### src/rtl/dma_pkg.sv
// Shared types for the DMA output engine: FSM state encoding and the FIFO entry layout.
package dma_pkg;

    typedef enum logic {
        IDLE = 1'b0,
        SEND = 1'b1
    } dma_state_t;

    typedef struct packed {
        logic [31:0] addr;
        logic [31:0] data;
    } dma_entry_t;

    localparam int unsigned DMA_WORD_BYTES = 4;

endpackage

### src/rtl/dma_fifo.sv
// Circular FIFO of address/data entries with a single push port, head and head+1 read ports.
module dma_fifo
    import dma_pkg::*;
#(
    parameter int DEPTH = 8
) (
    input  logic                     clk,
    input  logic                     rst_n,
    input  logic                     push,
    input  dma_entry_t               push_entry,
    input  logic                     pop,
    output dma_entry_t               head,
    output logic [31:0]              second_addr,
    output logic [$clog2(DEPTH):0]   count
);

    localparam int AW = $clog2(DEPTH);
    localparam int CW = AW + 1;

    dma_entry_t    mem [DEPTH];
    logic [AW-1:0] rd_ptr_q, rd_ptr_d;
    logic [AW-1:0] wr_ptr_q, wr_ptr_d;
    logic [CW-1:0] count_q, count_d;
    logic [AW-1:0] rd_ptr_nx;

    // Pointers wrap naturally because DEPTH is a power of two.
    assign rd_ptr_nx   = rd_ptr_q + AW'(1);
    assign head        = mem[rd_ptr_q];
    assign second_addr = mem[rd_ptr_nx].addr;
    assign count       = count_q;

    always_comb begin
        rd_ptr_d = rd_ptr_q;
        wr_ptr_d = wr_ptr_q;
        count_d  = count_q;
        if (push) begin
            wr_ptr_d = wr_ptr_q + AW'(1);
        end
        if (pop) begin
            rd_ptr_d = rd_ptr_nx;
        end
        case ({push, pop})
            2'b10:   count_d = count_q + CW'(1);
            2'b01:   count_d = count_q - CW'(1);
            default: count_d = count_q;
        endcase
    end

    always_ff @(posedge clk or negedge rst_n) begin
        if (!rst_n) begin
            rd_ptr_q <= '0;
            wr_ptr_q <= '0;
            count_q  <= '0;
        end else begin
            rd_ptr_q <= rd_ptr_d;
            wr_ptr_q <= wr_ptr_d;
            count_q  <= count_d;
        end
    end

    // Storage needs no reset: the pointers and count define which entries are live.
    always_ff @(posedge clk) begin
        if (push) begin
            mem[wr_ptr_q] <= push_entry;
        end
    end

endmodule

### src/rtl/dma_out_engine.sv
// Buffers CPU DMA writes and re-emits them as contiguous-address bursts with a timeout flush.
// Optional running burst checksum output enabled by defining DMA_CKSUM_EN.
module dma_out_engine
    import dma_pkg::*;
#(
    parameter int DEPTH     = 8,
    parameter int BURST_LEN = 4,
    parameter int TIMEOUT   = 16
) (
    input  logic        clk,
    input  logic        rst_n,
    input  logic        en,
    input  logic [31:0] memAddr,
    input  logic [31:0] memDataOut,
    output logic        nextTransaction,
    output logic        dma_valid,
    input  logic        dma_ready,
    output logic [31:0] dma_addr,
    output logic [31:0] dma_data,
    output logic        dma_last,
    output logic        busy,
    output logic        ovf
`ifdef DMA_CKSUM_EN
    ,
    output logic [31:0] dma_cksum
`endif
);

    localparam int AW = $clog2(DEPTH);
    localparam int CW = AW + 1;
    localparam int TW = $clog2(TIMEOUT + 2);

    localparam logic [CW-1:0] DEPTH_C     = CW'(DEPTH);
    localparam logic [CW-1:0] BURST_C     = CW'(BURST_LEN);
    localparam logic [CW-1:0] LAST_BEAT_C = CW'(BURST_LEN - 1);
    localparam logic [TW-1:0] TIMEOUT_C   = TW'(TIMEOUT);

    dma_state_t    state_q, state_d;
    logic [TW-1:0] idle_cnt_q, idle_cnt_d;
    logic [CW-1:0] beat_cnt_q, beat_cnt_d;
    logic          ovf_q, ovf_d;
    logic          last_hold_q, last_hold_d;

    dma_entry_t    head;
    dma_entry_t    push_entry;
    logic [31:0]   second_addr;
    logic [CW-1:0] count;
    logic          push;
    logic          xfer;
    logic          last_raw;

    assign push_entry = '{addr: memAddr, data: memDataOut};

    dma_fifo #(
        .DEPTH (DEPTH)
    ) u_fifo (
        .clk         (clk),
        .rst_n       (rst_n),
        .push        (push),
        .push_entry  (push_entry),
        .pop         (xfer),
        .head        (head),
        .second_addr (second_addr),
        .count       (count)
    );

    // Handshake: a beat moves on dma_valid && dma_ready; while stalled the
    // presented beat (addr, data, last) is held and valid never drops.
    assign nextTransaction = (count < DEPTH_C);
    assign push            = en && nextTransaction;
    assign dma_valid       = (state_q == SEND);
    assign xfer            = dma_valid && dma_ready;
    assign busy            = (count != '0) || dma_valid;
    assign ovf             = ovf_q;

    assign dma_addr = dma_valid ? head.addr : '0;
    assign dma_data = dma_valid ? head.data : '0;

    assign last_raw = (beat_cnt_q == LAST_BEAT_C) || (count == CW'(1))
                   || (second_addr != head.addr + 32'(DMA_WORD_BYTES));
    // A push during a stall could make count>1 or fill the head+1 slot; the hold keeps last asserted.
    assign dma_last = dma_valid && (last_hold_q || last_raw);

    always_comb begin
        state_d     = state_q;
        idle_cnt_d  = '0;
        beat_cnt_d  = beat_cnt_q;
        ovf_d       = ovf_q || (en && !nextTransaction);
        last_hold_d = dma_valid && dma_last && !dma_ready;
        case (state_q)
            IDLE: begin
                beat_cnt_d = '0;
                if (count != '0) begin
                    if ((count >= BURST_C) || (idle_cnt_q >= TIMEOUT_C)) begin
                        state_d = SEND;
                    end else begin
                        // Below TIMEOUT here, so the increment never passes it.
                        idle_cnt_d = idle_cnt_q + TW'(1);
                    end
                end
            end
            SEND: begin
                if (xfer) begin
                    if (dma_last) begin
                        state_d    = IDLE;
                        beat_cnt_d = '0;
                    end else begin
                        beat_cnt_d = beat_cnt_q + CW'(1);
                    end
                end
            end
            default: begin
                state_d = IDLE;
            end
        endcase
    end

    always_ff @(posedge clk or negedge rst_n) begin
        if (!rst_n) begin
            state_q     <= IDLE;
            idle_cnt_q  <= '0;
            beat_cnt_q  <= '0;
            ovf_q       <= 1'b0;
            last_hold_q <= 1'b0;
        end else begin
            state_q     <= state_d;
            idle_cnt_q  <= idle_cnt_d;
            beat_cnt_q  <= beat_cnt_d;
            ovf_q       <= ovf_d;
            last_hold_q <= last_hold_d;
        end
    end

`ifdef DMA_CKSUM_EN
    logic [31:0] cksum_acc_q, cksum_acc_d;

    // Accumulator holds the sum of beats already sent; the presented beat is added on the output.
    assign dma_cksum = cksum_acc_q + dma_data;

    always_comb begin
        cksum_acc_d = cksum_acc_q;
        if (xfer) begin
            cksum_acc_d = dma_last ? '0 : (cksum_acc_q + dma_data);
        end
    end

    always_ff @(posedge clk or negedge rst_n) begin
        if (!rst_n) begin
            cksum_acc_q <= '0;
        end else begin
            cksum_acc_q <= cksum_acc_d;
        end
    end
`endif

endmodule

### config.mk
export PLATFORM = sky130hd
export DESIGN_NAME = dma_out_engine
export DESIGN_NICKNAME = d
export VERILOG_FILES = /design/src/rtl/dma_pkg.sv /design/src/rtl/dma_fifo.sv /design/src/rtl/dma_out_engine.sv
export SDC_FILE = /design/constraint.sdc
export NUM_CORES = 1
export LEC_CHECK = 0
export BUFFER_PORTS_ARGS = -buffer_cell sky130_fd_sc_hd__buf_2
export CORE_MARGIN = 2
export CORE_UTILIZATION = 50
export DETAILED_ROUTE_END_ITERATION = 6
export GPL_TIMING_DRIVEN = 0
export PLACE_DENSITY_LB_ADDON = 0.08
export SYNTH_ARGS = -nofsm -noshare
export SYNTH_HDL_FRONTEND = slang
export SYNTH_HIERARCHICAL = 1
export SYNTH_SLANG_ARGS = --single-unit
### constraint.sdc
create_clock -name clk -period 11 [get_ports clk]
set_clock_uncertainty 0.1 [all_clocks]
set_input_delay 2.2 -clock clk [delete_from_list [all_inputs] [get_ports clk]]
set_output_delay 2.2 -clock clk [all_outputs]
set_load 0.05 [all_outputs]
* Word-level counts from Yosys, hierarchy flattened
Memories as Yosys holds them, arrays and structs flattened.
Index checks and enable logic that the tools add are counted.
** Cells by class
- Bitwise gates (word level) :: 1
- Divide/modulo/power cells :: 0
- Shifts and indexed selects :: 0
- Multiply operators :: 0
- Reductions and logical operators :: 16
- Multiplexer cells :: 16
- Eq/ne operators :: 6
- $lt $le $gt $ge :: 3
- Add/subtract/negate cells :: 7
** Operators by type and width (count)
- two-way mux 32 bit :: 2
- adder 32 x 3 -> 32 bit (second input constant) :: 1
- inequality test 32 bit :: 1
- case mux 4 bit (2 select lines) :: 2
- two-way mux 5 bit :: 3
- adder 4 x 1 -> 4 bit (second input constant) :: 2
- two-way mux 4 bit :: 2
- adder 3 x 1 -> 3 bit (second input constant) :: 2
- logical AND 1 bit :: 6
- logical OR 1 bit :: 6
- two-way mux 1 bit :: 6
- adder 5 x 1 -> 5 bit (second input constant) :: 1
- >= comparator 5 bit (second input constant) :: 1
- == test 4 x 1 -> 1 bit (second input constant) :: 1
- == test 4 x 2 -> 1 bit (second input constant) :: 1
- >= comparator 4 x 3 -> 1 bit (second input constant) :: 1
- < comparator 4 bit (second input constant) :: 1
- nonzero test 4 bit :: 1
- subtractor 4 x 1 -> 4 bit (second input constant) :: 1
- == test 2 x 1 -> 1 bit (second input constant) :: 1
- == test 2 bit (second input constant) :: 1
- zero test 1 bit :: 2
- inequality test 2 x 1 -> 1 bit (second input constant) :: 1
- case mux 1 bit (2 select lines) :: 1
- 2 further kinds :: 2
** Word-level totals
- Latch bits :: 0
- Output and inout bits :: 69
- Bits in registers :: 22
- Bits in writable memories :: 512
- Bits in read-only memories :: 0
- Memories :: 1
** Memory list
- u_fifo.mem :: words 8, width 64, rd ports 2, clocked after memory_dff 0, write ports 1, line dma_fifo.sv:20 : dma_entry_t mem [DEPTH];

* Logic depth before layout (Yosys ltp)
An unclocked memory read counts as a cell.
- Word-level depth :: 9
- Depth in mapped cells :: 15
- Mapped depth without buffers :: 11

* Hierarchy
The synthesis kept the hierarchy.
** By module, submodules not included
- dma_fifo :: instances 1, area an instance 21652.0 um^2, cells an instance 906, sequential area each 15625.0 um^2
- dma_out_engine :: instances 1, area an instance 2155.8 um^2, cells an instance 289, sequential area each 300.3 um^2

* Least setup slack after synthesis
OpenSTA, ideal clock, no wires.
- Kind :: input-to-reg
- Start point :: input port en
- End point :: memory u_fifo/mem[0][0] (netlist name) (enable)
- Arrival time :: 7.035 ns
- Setup time :: 0.565 ns
- Stages on the path :: 3
- Slack :: 3.300 ns
- Path through :: nor2b_1 -> nand2b_1 -> nor3_1
** On the way
- Cells in the longest elaborated chain, start to end :: 3
** Ends and longest elaborated chain
- from (decl) :: line dma_out_engine.sv:12 : input logic en,
- logical AND 1 bit :: line dma_out_engine.sv:70 : assign push = en && nextTransaction;
- two-way mux 1 bit :: line dma_fifo.sv:63 : if (push) begin
- two-way mux 1 bit (implied by the code) :: line dma_fifo.sv:64 : mem[wr_ptr_q] <= push_entry;
- to (decl) :: line dma_fifo.sv:20
Every way passes these cells.

==> impl_metrics.json <==
{
  "path_max_fanout": 10,
  "setup_viol": 0,
  "maxSlewViolCount": 0,
  "ir_worst_vdd_mv": 0.222,
  "core_area_um2": 46800,
  "root_buffer": "clkbuf_16",
  "grt_first_pass_wirelength_mm": 84.5,
  "yosysSeqAreaShare_pct": 66.9,
  "postCtsHoldBufs": 0,
  "initial_core_util_pct": 50.9,
  "fin_util_pct": 58.9,
  "cts_resized": 0,
  "final_layout_size_suffix_gt1_share_pct": 40.6,
  "synth.top_cell.area_share_pct": 64.6,
  "outcome": "finished clean",
  "drt_iter0_markers": 1042,
  "grt_usage_pct": 23.4,
  "hold_violations": 0,
  "leakage_nw": 9.07,
  "slew-limit-headroom_pct": 34.1,
  "worstHoldPathCells": 1,
  "internal-power_mw": 5.31,
  "power_frac_clock_pct": 19.4,
  "design_area_um2": 27500,
  "grt_overflow": 0,
  "seq_power_share_pct": 29.0,
  "total_power_mw": 8.83,
  "avgSynthCellArea_um2": 19.9,
  "wl_met3_mm": 3.36,
  "path_clk_slew_ns": 0.06,
  "p_per_area_nw_per_um2": 321,
  "combinationalPowerShare_pct": 51.6,
  "port_buffers": 136,
  "min_period_ns": 8.01,
  "rr_worst_depth": 13,
  "synthesis.nets": 1271,
  "fp.dieW_um": 222,
  "avgRoutedWirePerCell_um": 27.5,
  "p_sw_mw": 3.53,
  "cts_buffer_depth": 3,
  "drt-met1-wl_mm": 24.2,
  "viasPerCell": 6.04,
  "crit_arrival_ns": 5.71,
  "synth_top_cell_by_area": "edfxtp_1",
  "htreeDepth": 2,
  "numCtsBuffers": 55,
  "cap_violations": 0,
  "p_sw_share_pct": 39.9,
  "clock-sinks": 534,
  "drc": 0,
  "post-cts-setup-buffers": 0,
  "num_vias": 12500,
  "synth_ff_type": "edfxtp_1",
  "clkLatencyLatePin_ns": 0.62,
  "fp.dieH_um": 222,
  "synth_seq_cells": 534,
  "synth-async-reset-ratio_pct": 4.12,
  "syn-cell-area_um2": 23800,
  "grt_antenna_before_repair": 7,
  "place_inst": 1972,
  "ios": 137,
  "rsz0062_at_grt": "no",
  "drt_pass1_iterations": 4,
  "finalNetCount": 1498,
  "grt_pass1_vias": 12900,
  "fmax_mhz": 125,
  "min_path_type": "flip-flop to flip-flop",
  "antenna_left": 0,
  "endpoint_kind": "primary output",
  "yosysMostFrequentCell": "edfxtp_1",
  "min_period_over_period_pct": 72.9,
  "critPathKind": "flip-flop to primary output",
  "area_growth_pct": 15.6,
  "grt_start_max_net_pins": 25,
  "stdcell_count": 2069,
  "synth_cell_type_count": 56,
  "rows": 79,
  "worstMarginPinSlew_ns": 0.989,
  "cp-start-kind": "flip-flop",
  "dp_hpwl_mm": 38.0,
  "cp.required_ns": 8.70,
  "reg2reg_setup_slack_ns": 5.77,
  "cts_tree": "yes",
  "yosys-top-cells-area": "edfxtp_1 (65%), mux4_2 (18%), mux2_2 (4.8%)",
  "fin_tns_setup_ns": 0,
  "synth-edff-count": 512,
  "wl_met2_mm": 28.1,
  "synth_warnings": 6,
  "wl_mm": 56.8,
  "placed_cell_area_um2": 25900,
  "syn_inst": 1195,
  "place_congestion": 0.784,
  "routed.top_layer": "met5",
  "synthTopCellsByCount": "edfxtp_1 (512), mux4_2 (192), mux2_2 (102)",
  "dieArea_um2": 49400
}
==> cell usage in the layout, fill, tap and decap left out, drive strengths merged, types with 7 or more instances in the layout <==
cell	synthesis	routed
xnor2	30	30
nand2b	10	10
ha	8	8
mux4	192	192
nand4	12	12
nand2	21	21
edfxtp	512	512
buf	44	214
nand3	18	18
and2	66	66
a21oi	9	9
nor2	24	24
nor3	7	7
nor4	7	7
dfrtp	22	22
clkbuf	21	88
inv	7	8
clkinv	0	26
mux2	102	102
xor2	22	22
==> registers in the layout (all words and copies together), names as in the netlist <==
register,cells
ovf,1
u_fifo/mem,512
u_fifo/wr_ptr_q,3
last_hold_q,1
idle_cnt_q,5
u_fifo/rd_ptr_q,3
u_fifo/count,4
beat_cnt_q,4
dma_valid,1
==> stage by stage <==
stage / setup slack (ns) / hold slack (ns)
after global placement: -2.24 / 0.332
after CTS: 2.89 / 0.362
after floorplan: 3.30 / 0.333
final: 2.99 / 0.358
after global routing: 2.65 / 0.370
after detailed placement: 3.55 / 0.354
==> power groups by stage <==
| stage | registers, mW | clock network (mW) | logic, mW |
|---|---|---|---|
| floorplan | 2.60 | 0 | 3.38 |
| global placement | 2.65 | 0 | 4.49 |
| global route | 2.58 | 1.83 | 4.86 |
| CTS | 2.56 | 1.75 | 4.62 |
| finish | 2.56 | 1.71 | 4.56 |
| detailed placement | 2.60 | 0 | 4.60 |
==> path summary, 6_finish.rpt <==
check,startpoint,end
setup / recovery,u_fifo/rd_ptr_q[2],dma_last
hold / removal,idle_cnt_q[0],idle_cnt_q[0]
setup reg to reg,u_fifo/rd_ptr_q[2],beat_cnt_q[3]
hold reg to reg,idle_cnt_q[0],idle_cnt_q[0]
max in group asynchronous,rst_n,beat_cnt_q[3]
min in group asynchronous,rst_n,u_fifo/wr_ptr_q[2]
==> cell families after synthesis <==
logic type      share of synthesized area (%)
compound gates                           1.19
fa+ha+maj                               0.420
simple gates                             4.85
buf+inv                                  1.70
xor+xnor                                 1.91
mux                                      23.0
flops                                    66.9
==> routing by layer <==
metal	track usage, %	vias up
met5	0	-
met4	5.12	8
met3	5.17	79
met2	39.1	334
met1	32.0	6654
li1	-	5421
==> area by class of cell <==
type                            count  area (um^2)
Sequential cell                   534        15900
Clock inverter                     28          193
Timing Repair Buffer              170         1270
Fill cell                        3535        19200
Buffer                             65          379
Inverter                            7         26.3
Tap cell                          607          759
Clock buffer                       67         1440
Antenna cell                        2         5.00
Multi-Input combinational cell    589         7530
==> critical path, cell delays in order (launching register included) <==
cell and delay [ns]:
dfrtp_1 0.37, buf_1 0.71, buf_1 0.63, mux2_2 0.37, ha_1 0.26, nand2_1 0.20
or4_1 0.49, buf_2 0.19, or4_1 0.50, a21oi_1 0.18, nand4_1 0.17, nor4_4 0.61
a21oi_1 0.16, buf_2 0.24
(Power assumes the default switching activity.)
